[config.mk]
export PLATFORM = sky130hd
export DESIGN_NAME = multi_byte_adder_ctrl
export DESIGN_NICKNAME = d
export VERILOG_FILES = /design/src/rtl/multi_byte_adder_ctrl.sv
export SDC_FILE = /design/constraint.sdc
export NUM_CORES = 1
export LEC_CHECK = 0
export CAP_MARGIN = 0
export CORE_MARGIN = 2
export CORE_UTILIZATION = 56
export CTS_BUF_LIST = sky130_fd_sc_hd__clkbuf_4 sky130_fd_sc_hd__clkbuf_8
export CTS_CLUSTER_SIZE = 16
export DETAILED_ROUTE_END_ITERATION = 7
export PLACE_DENSITY = 0.87
export SLEW_MARGIN = 20
export SYNTH_ARGS = -nofsm -noshare
export SYNTH_HDL_FRONTEND = slang
export SYNTH_SLANG_ARGS = --single-unit
[constraint.sdc]
create_clock -name clk -period 10.03 [get_ports clk]
set_input_delay 2.006 -clock clk [delete_from_list [all_inputs] [get_ports clk]]
set_output_delay 2.006 -clock clk [all_outputs]
set_load 0.1 [all_outputs]
[src/rtl/multi_byte_adder_ctrl.sv]
// Multi-byte add/subtract controller: one shared 8-bit ripple-carry adder is
// reused once per byte, least-significant byte first, with the carry held in a register.

module ripple_carry_adder (
    input  logic [7:0] i_a,
    input  logic [7:0] i_b,
    input  logic       i_cin,
    output logic [7:0] o_sum_c,
    output logic       o_cout_c
);

    logic [8:0] w_carry;

    assign w_carry[0] = i_cin;

    // Classic full-adder chain
    for (genvar g = 0; g < 8; g++) begin : g_fa
        assign o_sum_c[g]   = i_a[g] ^ i_b[g] ^ w_carry[g];
        assign w_carry[g+1] = (i_a[g] & i_b[g]) | (w_carry[g] & (i_a[g] ^ i_b[g]));
    end

    assign o_cout_c = w_carry[8];

endmodule

module multi_byte_adder_ctrl #(
    parameter int unsigned N_BYTES = 4
) (
    input  logic                 clk,
    input  logic                 rst,
    input  logic                 start,
    input  logic                 op_sub,
    input  logic                 cin,
    input  logic [8*N_BYTES-1:0] a,
    input  logic [8*N_BYTES-1:0] b,
    output logic                 ready,
    output logic                 busy,
    output logic                 done,
    output logic [8*N_BYTES-1:0] sum,
    output logic                 cout,
    output logic                 overflow
);

    localparam int unsigned W      = 8 * N_BYTES;
    localparam int unsigned IDX_W  = (N_BYTES > 1) ? $clog2(N_BYTES) : 1;
    localparam int unsigned BASE_W = IDX_W + 3;
    localparam int unsigned LAST   = N_BYTES - 1;

    typedef enum logic [1:0] {
        S_IDLE = 2'd0,
        S_RUN  = 2'd1,
        S_DONE = 2'd2
    } state_t;

    state_t             r_state;
    state_t             w_state_nxt;

    logic [W-1:0]       r_a;
    logic [W-1:0]       r_b;
    logic               r_op_sub;
    logic               r_carry;
    logic [IDX_W-1:0]   r_idx;
    logic [W-1:0]       r_sum;
    logic               r_cout;
    logic               r_ovf;
    logic               r_ready;
    logic               r_busy;
    logic               r_done;

    logic               w_accept;
    logic               w_last;
    logic [BASE_W-1:0]  w_base;
    logic [7:0]         w_a_byte;
    logic [7:0]         w_b_eff_byte;
    logic [7:0]         w_add_sum;
    logic               w_add_cout;
    logic               w_ovf;

    assign w_accept     = (r_state == S_IDLE) && start;
    assign w_last       = (r_idx == IDX_W'(LAST));
    assign w_base       = {r_idx, 3'b000};
    assign w_a_byte     = r_a[w_base +: 8];
    assign w_b_eff_byte = r_b[w_base +: 8] ^ {8{r_op_sub}};

    // Sign rule on the latched operands; the MSB of the result comes from the last byte
    assign w_ovf = (r_a[W-1] == (r_b[W-1] ^ r_op_sub)) && (w_add_sum[7] != r_a[W-1]);

    ripple_carry_adder u_rca (
        .i_a      (w_a_byte),
        .i_b      (w_b_eff_byte),
        .i_cin    (r_carry),
        .o_sum_c  (w_add_sum),
        .o_cout_c (w_add_cout)
    );

    // State register
    always_ff @(posedge clk or posedge rst) begin
        if (rst) begin
            r_state <= S_IDLE;
        end else begin
            r_state <= w_state_nxt;
        end
    end

    // Next-state logic
    always_comb begin
        w_state_nxt = r_state;
        case (r_state)
            S_IDLE:  if (start)  w_state_nxt = S_RUN;
            S_RUN:   if (w_last) w_state_nxt = S_DONE;
            S_DONE:  w_state_nxt = S_IDLE;
            default: w_state_nxt = S_IDLE;
        endcase
    end

    // Datapath and registered status flags
    always_ff @(posedge clk or posedge rst) begin
        if (rst) begin
            r_a      <= '0;
            r_b      <= '0;
            r_op_sub <= 1'b0;
            r_carry  <= 1'b0;
            r_idx    <= '0;
            r_sum    <= '0;
            r_cout   <= 1'b0;
            r_ovf    <= 1'b0;
            r_ready  <= 1'b1;
            r_busy   <= 1'b0;
            r_done   <= 1'b0;
        end else begin
            r_ready <= (w_state_nxt == S_IDLE);
            r_busy  <= (w_state_nxt == S_RUN);
            r_done  <= (w_state_nxt == S_DONE);
            if (w_accept) begin
                r_a      <= a;
                r_b      <= b;
                r_op_sub <= op_sub;
                r_carry  <= op_sub | cin;
                r_idx    <= '0;
                r_sum    <= '0;
            end else if (r_state == S_RUN) begin
                r_sum[w_base +: 8] <= w_add_sum;
                r_carry            <= w_add_cout;
                // Index parks on the last byte; it is reloaded by the next start
                if (w_last) begin
                    r_cout <= w_add_cout;
                    r_ovf  <= w_ovf;
                end else begin
                    r_idx <= r_idx + IDX_W'(1);
                end
            end
        end
    end

    assign ready    = r_ready;
    assign busy     = r_busy;
    assign done     = r_done;
    assign sum      = r_sum;
    assign cout     = r_cout;
    assign overflow = r_ovf;

endmodule

Word-level counts from Yosys, hierarchy flattened
Cells that the tools add are included.
{ "word_totals": {"input_bits": 69, "out_inout_bits": 37, "ff_bits": 107, "word_cells": 87} }
{ "op_classes": {"bitwise": 44, "n_shift": 4, "n_eq_ne": 7, "reduce_logical": 7, "n_mux": 11, "addsub": 2} }
{ "op_table": {"columns": ["operator", "n"], "rows": [
  ["32-bit 2-to-1 mux", 2],
  ["32-bit by 6-bit variable part select with 8-bit output", 2],
  ["32-bit bitwise mux", 1],
  ["8-bit by 7-bit variable shift with 32-bit output, first input constant", 1],
  ["8-bit by 7-bit variable part select with 32-bit output", 1],
  ["1-bit XOR", 17],
  ["1-bit bitwise AND", 16],
  ["2-bit 2-to-1 mux", 5],
  ["1-bit bitwise OR", 9],
  ["8-bit XOR", 1],
  ["5-bit negation with 7-bit output", 1],
  ["2-bit by 1-bit == test with 1-bit output, second input constant", 2],
  ["2-bit == test, second input constant", 2],
  ["2-bit logical NOT", 2],
  ["2-bit case mux with 2 select lines", 1],
  ["3-bit AND reduction", 1],
  ["2-bit by 1-bit adder with 2-bit output, second input constant", 1],
  ["1-bit logical AND", 2],
  ["1-bit 2-to-1 mux", 2],
  ["2-bit inequality test, second input constant", 1],
  ["2-bit AND reduction", 1],
  ["2-bit nonzero test", 1],
  ["1-bit == test", 1],
  ["1-bit inequality test", 1],
  ["1-bit inverter", 1]
]} }

Logic depth before layout (Yosys ltp)
{ "logic_depth": {"depth_word": 22, "mapped_depth": 15, "mapped_depth_nobuf": 13} }

By module
From an unflattened synthesis, not the netlist that was laid out.
{ "hier_totals": {"hier_cells": 338, "hier_area_um2": 5089.9} }
{ "by_module_without_submodules": {"columns": ["mod", "n_inst", "seq_area_each_um2", "cells_each", "area_each_um2"], "rows": [
  ["multi_byte_adder_ctrl", 1, 2678.8, 320, 4892.2],
  ["ripple_carry_adder", 1, 0.0, 18, 197.7]
]} }

Worst setup path before layout
Ideal clock, no wire load.
{ "synth_path": {"path_type": "reg2reg", "from": "register r_idx[0]", "to": "register r_ovf, in the netlist overflow", "setup_slack_ps": 5326, "stages_incl_launch_ff": 16, "path_buffers": 2, "arrival_time_ps": 4580, "t_required_ps": 9906, "setup_ps": 124, "synth_period_minus_slack_ps": 4704, "cell_sequence": "dfrtp_1 buf_2 buf_4 mux4_2 xor2_1 fa_1 fa_1 fa_1 fa_1 fa_1 inv_1 fa_1 fa_1 fa_1 and3_1 o31a_1"} }
{ "synth_via": {"elab_chain_cells": 20, "elab_cells_between_ends": 37, "cone_classes": "eq/ne: 2; shift: 2; bitwise: 31; reduce/logical: 2"} }
{ "synth_rtl": {"columns": ["item", "line", "rtl"], "rows": [
  ["start: declaration", "62", "logic [IDX_W-1:0] r_idx;"],
  ["start signal: assignment", "149", "r_idx <= r_idx + IDX_W'(1);"],
  ["32-bit by 6-bit variable part select with 8-bit output", "83", "assign w_b_eff_byte = r_b[w_base +: 8] ^ {8{r_op_sub}};"],
  ["8-bit XOR", "83", null],
  ["1-bit XOR", "19", "assign w_carry[g+1] = (i_a[g] & i_b[g]) | (w_carry[g] & (i_a[g] ^ i_b[g]));"],
  ["1-bit bitwise AND", "19", null],
  ["1-bit bitwise OR", "19", null],
  ["1-bit bitwise AND", "19", null],
  ["1-bit bitwise OR", "19", null],
  ["1-bit bitwise AND", "19", null],
  ["[... 4 more ...]", null, null],
  ["1-bit bitwise OR", "19", null],
  ["1-bit bitwise AND", "19", null],
  ["1-bit bitwise OR", "19", null],
  ["1-bit bitwise AND", "19", null],
  ["1-bit bitwise OR", "19", null],
  ["1-bit XOR", "18", "assign o_sum_c[g] = i_a[g] ^ i_b[g] ^ w_carry[g];"],
  ["1-bit inequality test", "86", "assign w_ovf = (r_a[W-1] == (r_b[W-1] ^ r_op_sub)) && (w_add_sum[7] != r_a[W-1]);"],
  ["1-bit logical AND", "86", null],
  ["end signal: assignment", "147", "r_ovf <= w_ovf;"],
  ["end: declaration", "65", "logic r_ovf;"]
]} }
Several ways; a longest one is shown, not always the timed one.
A chain may end at the register's enable or synchronous reset.

Worst setup path in the final report
{ "layout_path": {"from": "register r_idx[1]", "to": "register r_ovf, in the netlist overflow"} }
The elaborated chain is that of the path after synthesis.

==> results.md <==
* Seq/Total Area, Yosys at 0.557
* Total wire length at 10,100 um
* Grt ovf at 0
* Post-Syn Area at 4810 sq um
* Layout cells sized above 1 at 0.260
* Finished Layout Cells at 524
* Clock H-tree levels at 3
* Unique masters post-synth at 36
* CP Capture Type: flop
* Total Die Area at 9340 sq um
* CTS max path bufs at 2
* Wl on met1 at 4170 um
* DR iter-0 viols at approximately 110
* Area grow syn2layout at 27.8%
* Startpoint types: flop
* Vias at 3,072
* DRC errors left at 0
* Die Ht at between 90 and 100 um
* Final Cycle Share at 0.492
* Setup TNS at 0 ns
* Post-synth EDFFs at 0
* Metal3 WL at 474 um
* Worst-path fanout max at 19
* WP data arrival at 5.19 ns
* Nets at 495
* RSZ-0062 raised after global routing: no
* Largest net degree at the start of global routing at 80
* Hold Path Class: reg -> reg
* FILL cells at ~540
* Minimum clock period at roughly 5 ns
* Post_cts resized at 0
* Postcts setup bufs at 0
* CP required at between 10 and 15 ns
* Tot GR Track Use at 0.227
* Highest metal used: met4
* Vias in the first global route at 3,352
* Normalized max-slew margin at 0.343
* Core area at 8260 sq um
* Starting density of the core at 0.582
* Critical path class: reg -> reg
* Dpl hpwl at 7550 um
* Top-area cell type share of the netlist area at 0.552
* Port Buf Inserts at 105
* Post-Syn Instances at between 300 and 400
* Clock-pin slew of the registers on the worst-case setup and hold paths at 0.10 ns
* Top_reg_cell synth: dfrtp_1
* Synth cell count leaders: 106 x dfrtp_1, 67 x mux2_2, 16 x a32o_1, 16 x mux4_2, 11 x a22o_1
* Total CTS buffers at 9
* Detailed Routing Iterations Pass 1 at 5
* Hold Vio Cnt, Final at 0
* Diodes inserted at 0
* CTS tree: built
* Count of final max-slew check failures at 0
* Die X at 96.7 um
* F_max at a little over 200 MHz
* Final antenna-violating net count at 0
* Io pins at 106
* Main area contributors after synthesis: dfrtp_1 55%, mux2_2 16%, mux4_2 7.5%, a32o_1 3.3%, fa_1 3.3%
* Dpl cells at 508
* Max Cap Viol at 0
* Routed wire per std cell at 19.3 um
* Yosys reg bits at ~110
* Slew of the pin with the lowest slew margin at 0.982 ns
* First-pass GRT wire length at between 15,000 and 20,000 um
* Async set-reset flop share out of synthesis at 1.00
* Status: completed
* Synth warn at 0
* # clock sinks at 107
* Final Skew at 0.0136 ns
* Number of antenna violations at the first check in global routing at 0
* Count leader, synth: dfrtp_1
* Hold_buf cts at 0
* Setup violations, final at 0
* Via density at 5.86
* Syn Nets at 395
* Worst hold slack at between 0.5 and 0.6 ns
* CTS Root Cell: clkbuf_8
* Detail Route met2 WL at 5330 um
* Num rows at 33
* Leading area contributor after synthesis: dfrtp_1
* Synth Area per Inst at 15.3 sq um
* Clk_lat worst skew at 0.37 ns
* GP Congestion at 0.782
[state kept, by name, indices dropped and copies added, names as in the netlist]
signal	count
r_idx	2
done	1
busy	1
r_carry	1
r_a	32
sum	32
r_state	2
ready	1
cout	1
r_op_sub	1
r_b	32
overflow	1
[layer usage]
layer  vias up  track usage
met5         -            0
met4         0       0.0715
met3        17       0.0441
met2       109        0.395
met1      1571        0.288
li1       1375            -
[final cells by class]
type	instances	area, sq um	area share
clock buffers	11	145	0.0236
clock inverters	5	82.6	0.0134
inverters	9	36.3	0.00590
multi-input cells	179	2000	0.325
flip-flops and latches	107	2680	0.436
well taps	105	131	0.0214
repair buffers	108	1070	0.175
[per-stage QoR]
step | instance area, sq um | util | worst slack, ns
final | 6150 | 0.744 | 5.09
after global routing | 6150 | 0.744 | 4.84
after CTS | 6150 | 0.744 | 5.10
after detailed placement | 5920 | 0.717 | 5.12
after global placement | 5920 | 0.717 | 5.21
after floorplan | 4810 | - | 5.21
[layout by cell type, fill, tap and decap left out, types with 6 or more instances in the layout]
cell type / Yosys / final
fa_1: 8 / 8
a22o_1: 11 / 11
mux2_2: 67 / 67
a32o_1: 16 / 16
clkbuf_8: 0 / 10
inv_1: 9 / 8
o2bb2ai_1: 6 / 6
clkdlybuf4s50_1: 0 / 105
dfrtp_1: 106 / 106
mux4_2: 16 / 16
xor2_1: 6 / 6
[worst max-delay path: stages, from the launching register on]
cell and delay [ns]:
dfrtp_1 0.86, mux4_2 0.43, xor2_1 0.17, fa_1 0.40, fa_1 0.40, fa_1 0.39, fa_1 0.40, fa_1 0.37
inv_1 0.07, fa_1 0.18, fa_1 0.18, fa_1 0.49, and3_1 0.21, o31a_1 0.27
[logic make-up (layout without fill, tap and decap cells)]
family | Yosys count | in the layout | synth area share
fa+ha+maj | 12 | 12 | 0.0437
compound gates | 44 | 44 | 0.0799
buf+inv | 28 | 133 | 0.0286
xor+xnor | 9 | 9 | 0.0164
mux | 83 | 83 | 0.232
flops | 107 | 107 | 0.557
simple gates | 31 | 31 | 0.0424
[path summary, 6_finish.rpt]
kind,from,slack (ns),to,depth (start not counted)
setup / recovery,r_idx[1],5.09,overflow,13
hold / removal,sum[30],0.50,sum[30],1
setup reg to reg,r_idx[1],5.09,overflow,13
hold reg to reg,sum[30],0.50,sum[30],1
max in group asynchronous,rst,6.77,overflow,3
min in group asynchronous,rst,1.97,r_a[2],2
Power is left out: the tool's default activity adds up to more than one toggle a clock period on the data nets, which glitch-free logic cannot reach.
